File: src/rtl/reg_file_mp.sv
// Parametrised multi-port register file: NUM_RD combinational read ports, NUM_WR write
// ports, optional write-to-read bypass, optional hardwired zero register, busy scoreboard.
module reg_file_mp #(
  parameter int DATA_W   = 32,
  parameter int ADDR_W   = 5,
  parameter int NUM_RD   = 2,
  parameter int NUM_WR   = 1,
  parameter int BYPASS   = 1,
  parameter int ZERO_REG = 1
) (
  input  logic                       clk,
  input  logic                       rst,
  input  logic [NUM_RD*ADDR_W-1:0]   rd_addr,
  output logic [NUM_RD*DATA_W-1:0]   rd_data,
  output logic [NUM_RD-1:0]          rd_busy,
  input  logic [NUM_WR-1:0]          wr_en,
  input  logic [NUM_WR*ADDR_W-1:0]   wr_addr,
  input  logic [NUM_WR*DATA_W-1:0]   wr_data,
  input  logic                       iss_en,
  input  logic [ADDR_W-1:0]          iss_addr,
  input  logic                       flush,
  output logic                       wr_conflict
);

  localparam int DEPTH = 2 ** ADDR_W;

  logic [DATA_W-1:0] regs [DEPTH];
  logic [DEPTH-1:0]  busy;
  logic [DEPTH-1:0]  busy_nxt;
  logic              conflict_d;

  function automatic logic writable(input logic [ADDR_W-1:0] a);
    return (ZERO_REG == 0) || (a != '0);
  endfunction

  // Ascending port order: the last non-blocking assignment wins, so the highest port wins.
  always_ff @(posedge clk or posedge rst) begin
    if (rst) begin
      for (int unsigned i = 0; i < DEPTH; i++) regs[i] <= '0;
    end else begin
      for (int unsigned p = 0; p < NUM_WR; p++) begin
        if (wr_en[p] && writable(wr_addr[p*ADDR_W +: ADDR_W]))
          regs[wr_addr[p*ADDR_W +: ADDR_W]] <= wr_data[p*DATA_W +: DATA_W];
      end
    end
  end

  // Priority: flush, then issue (overrides a same-cycle write), then write-back clears.
  always_comb begin
    busy_nxt = busy;
    if (flush) begin
      busy_nxt = '0;
    end else begin
      for (int unsigned p = 0; p < NUM_WR; p++) begin
        if (wr_en[p] && writable(wr_addr[p*ADDR_W +: ADDR_W]))
          busy_nxt[wr_addr[p*ADDR_W +: ADDR_W]] = 1'b0;
      end
      if (iss_en && writable(iss_addr)) busy_nxt[iss_addr] = 1'b1;
    end
  end

  always_ff @(posedge clk or posedge rst) begin
    if (rst) busy <= '0;
    else     busy <= busy_nxt;
  end

  always_comb begin
    conflict_d = 1'b0;
    for (int unsigned p = 0; p < NUM_WR; p++) begin
      for (int unsigned q = p + 1; q < NUM_WR; q++) begin
        if (wr_en[p] && wr_en[q] &&
            wr_addr[p*ADDR_W +: ADDR_W] == wr_addr[q*ADDR_W +: ADDR_W] &&
            writable(wr_addr[p*ADDR_W +: ADDR_W]))
          conflict_d = 1'b1;
      end
    end
  end

  always_ff @(posedge clk or posedge rst) begin
    if (rst) wr_conflict <= 1'b0;
    else     wr_conflict <= conflict_d;
  end

  always_comb begin
    rd_data = '0;
    rd_busy = '0;
    for (int unsigned r = 0; r < NUM_RD; r++) begin
      logic [ADDR_W-1:0] ra;
      logic [DATA_W-1:0] d;
      logic              b;
      ra = rd_addr[r*ADDR_W +: ADDR_W];
      d  = regs[ra];
      b  = (BYPASS != 0) ? busy_nxt[ra] : busy[ra];
      if (BYPASS != 0) begin
        for (int unsigned p = 0; p < NUM_WR; p++) begin
          if (wr_en[p] && wr_addr[p*ADDR_W +: ADDR_W] == ra && writable(ra))
            d = wr_data[p*DATA_W +: DATA_W];
        end
      end
      // Outputs are forced quiet while reset is held, even if a bypass would hit.
      if (rst || !writable(ra)) begin
        d = '0;
        b = 1'b0;
      end
      rd_data[r*DATA_W +: DATA_W] = d;
      rd_busy[r] = b;
    end
  end

endmodule

File: config.mk
export PLATFORM = sky130hd
export DESIGN_NAME = reg_file_mp
export DESIGN_NICKNAME = d
export VERILOG_FILES = /design/src/rtl/reg_file_mp.sv
export SDC_FILE = /design/constraint.sdc
export NUM_CORES = 2
export LEC_CHECK = 0
export CAP_MARGIN = 30
export CORE_AREA = 2 2 320 322
export DETAILED_ROUTE_END_ITERATION = 12
export DIE_AREA = 0 0 322 324
export PLACE_DENSITY = 0.86
export SLEW_MARGIN = 25
export SYNTH_ARGS = -nofsm -noshare
export SYNTH_HDL_FRONTEND = slang
export SYNTH_SLANG_ARGS = --single-unit
File: constraint.sdc
create_clock -name clk -period 53.9 [get_ports clk]
set_input_delay 13.475 -clock clk [delete_from_list [all_inputs] [get_ports clk]]
set_output_delay 13.475 -clock clk [all_outputs]
set_load 0.01 [all_outputs]
==> key figures <==
Worst setup path
  • Reg2Reg Depth: 3
  • WS Path Type: in -> out
  • Delay-heaviest family, CP: buffers and inverters
  • Crit. End Element: output port
  • Worst R2R Setup Slack: about 53 ns
  • Startpoint types: primary input
  • Critical Path Fanout Max: 96
  • FF-to-FF End: busy[26]
  • Critical Path RT: 40.43 ns
  • Largest stage delay, worst path: between 0.9 and 1 ns
  • Slowest CP cell: buf_4
  • WP buf/inv: 4
  • Worst path cell trace: buf_8, buf_4, buf_4, mux4_2, mux4_2, mux2i_1, nor2_1, a21oi_1, nor2_1, clkdlybuf4s50_1
  • Reg2reg start: busy[26]
  • Crit path arrival time: ~18 ns

Timing
  • Fin Setup TNS: 0 ns
  • Final Hold Fails: 0
  • Final setup vio count: 0
  • Clock Skews: 0 ns
  • Worst slew pin tran: between 1 and 1.5 ns
  • Crit path time final: ~32 ns
  • Slew margin rel.: 0.282
  • Max Slew Vio Count: 0
  • Final worst path period share: 0.585
  • RSZ-0062 raised after global routing: no
  • Fmax: roughly 32 MHz

Clocking
  • Total CTS buffers: about 100
  • Setup Buffers After CTS: 0
  • Hold-fix buffers at CTS: 0
  • Clock sink total: approximately 1.1k
  • CTS tree: done
  • Max clock buf depth: 3
  • Resized Gates After CTS: 0
  • CTS H-tree lvls: 3
  • Worst-skew pair later-pin latency: 0.69 ns
  • Worst-path clk slew: around 0.06 ns
  • CTS Root Cell: clkbuf_16

Final layout
  • Fraction of layout cells with a size suffix above 1: 0.550
  • Final core utilization: 0.622
  • Area Growth Syn to Fin: 10.0%
  • # fillers: roughly 6.9k
  • Nets: roughly 3.6k

Synthesis
  • Post-synth top area share: 0.463
  • EDFF count, synth: 0
  • Dominant cell type by area after synthesis: dfrtp_1
  • Number of synthesized register bits: 1056
  • Post-Syn Nets: ~3.7k
  • Synthesis Warnings: 0
  • Area of the mapped netlist: 57100 um2
  • Area contributors post-synth: dfrtp_1 (46%), mux4_2 (25%), mux2_2 (20%), clkbuf_1 (1.8%), mux2i_1 (1.2%)
  • Synth Flop Type: dfrtp_1
  • Avg Inst Size Synth: about 16 um2
  • Post-Synthesis Cells: ~3.6k
  • Sequential share of the synthesized area: 0.463
  • Library cells used by synthesis: 79
  • Post-synth ARST share: 1.00

Global routing
  • Global-route wire length before repair: roughly 240000 um
  • Pin count of the biggest net entering global routing: 176
  • Vias in the first global route: roughly 37k
  • Gr usage total: 0.304
  • Gr ovfl total: 0
  • Initial antenna violation count: 2

Die
  • Site Rows: between 100 and 150
  • Ports: 124
  • Core footprint: 101000 um2
  • Die area: around 100000 um2
  • Die Y: around 320 um
  • Initial Util: 0.565
  • Die width: roughly 320 um

Power
  • Pwr dens: ~37 nW/um2
  • Maximum vdd drop: between 20 and 30 uV
  • P_leak: roughly 27 nW

Drt
  • Drt wl/cell: 31.9 um
  • DRT Pass-1 Iters: 8
  • DRC: 0
  • Drt first-iter violations: approximately 4.4k
  • Routed WL: around 160000 um
  • Via-per-instance ratio: slightly above 7
  • Vias: ~36k
  • Routed Antenna Nets: 0

Min path
  • Worst Hold Path EP: regs[1017]
  • Hold Path Class: reg -> reg
  • Hold Path Depth: 0
  • Hold_sp: regs[1017]

Run
  • Max Cap Viol: 0

Placed design
  • GP Congestion: roughly 0.86
  • Post-detail-place hpwl: 83300 um
  • Port bufs: 122

Status
  • Status: complete, no violations
## registers in the layout, indices dropped and copies added (netlist names)
name  cells
busy     32
regs   1024
## synth_stat cells, types with 5 or more instances
cell and n:
dfrtp_1 1056, mux2_2 994, mux4_2 640, clkbuf_1 270, nor2_1 128, buf_2 81
mux2i_1 66, buf_1 54, nand2_1 53, a21oi_1 46, a211oi_1 35, buf_6 20
nand3_1 10, o21ai_0 10, or2_1 9, buf_4 8, nand2b_1 7, o211ai_1 7
xor2_1 7, a32o_1 6, inv_1 6, nor2b_1 6, o22ai_1 6, a22oi_1 5
## where the power goes
group	switching [mW]	leakage, nW	internal, mW
clock network	0.331	1.79	0.455
registers	0.113	13.6	0.939
logic	0.180	11.5	0.308
total	0.624	26.8	1.70
## layer usage
layer  GRT usage  share of wire
met1       0.419           0.38
met2       0.473           0.47
met3      0.0652          0.098
met4       0.134          0.047
met5           0              0
## worst max-delay path by stage
stage,from,to,slack [ns],cells after the start
final,rd_addr[1],rd_data[19],22.37,10
after global routing,rd_addr[5],rd_data[42],22.13,10
after CTS,rd_addr[5],rd_data[42],21.55,9
after detailed placement,rd_addr[5],rd_data[42],21.56,9
after global placement,rd_addr[5],rd_data[42],21.59,9
after floorplan,rst,rd_data[10],8.46,4
## cell usage in the layout, fill, tap and decap left out, types with 11 or more instances in the layout
| master | synthesis | layout |
|---|---|---|
| a211oi_1 | 35 | 35 |
| a21oi_1 | 46 | 46 |
| buf_2 | 81 | 15 |
| buf_4 | 8 | 56 |
| buf_6 | 20 | 11 |
| bufinv_16 | 0 | 13 |
| clkbuf_1 | 270 | 12 |
| clkbuf_16 | 0 | 105 |
| clkbuf_8 | 0 | 24 |
| clkdlybuf4s50_1 | 0 | 99 |
| clkinv_2 | 0 | 21 |
| clkinvlp_4 | 0 | 14 |
| dfrtp_1 | 1056 | 1056 |
| mux2_2 | 994 | 994 |
| mux2i_1 | 66 | 66 |
| mux4_2 | 640 | 640 |
| nand2_1 | 53 | 38 |
| nor2_1 | 128 | 119 |
## stage by stage
stage | power (mW) | area [um2] | hold WS (ns) | worst slack [ns] | std cells
after floorplan | 1.41 | 57100 | 0.441 | 8.46 | 3627
after global placement | 1.51 | 58800 | 0.376 | 21.59 | 4687
after detailed placement | 1.54 | 58900 | 0.382 | 21.56 | 4697
after CTS | 2.32 | 62600 | 0.397 | 21.55 | 4893
after global routing | 2.41 | 62800 | 0.410 | 22.13 | 4904
final | 2.33 | 62800 | 0.397 | 22.37 | 4904
## cells by family (layout without fill, tap and decap cells)
logic type / count (synthesis) / count (layout) / share of synthesized area
xor gates and xnor gates: 10 / 10 / 0.00153
other: 1 / 2 / 0.0000657
muxes: 1700 / 1700 / 0.460
DFF: 1056 / 1056 / 0.463
and+or+nand+nor: 259 / 259 / 0.0220
AOI/OAI and AO/OA: 159 / 159 / 0.0197
buffers and inverters: 442 / 409 / 0.0340
## layout make-up
class                      count  area (um2)  share of cell area
sequential                  1056       26400               0.421
timing repair buffer         204        2080              0.0331
tap                         1309        1640              0.0261
multi-input combinational   2129       28900               0.461
clock inverter                55         686              0.0109
antenna                        1        2.50           0.0000398
clock buffer                 141        3000              0.0478
inverter                       9        42.5            0.000677
(Power assumes the default switching activity.)
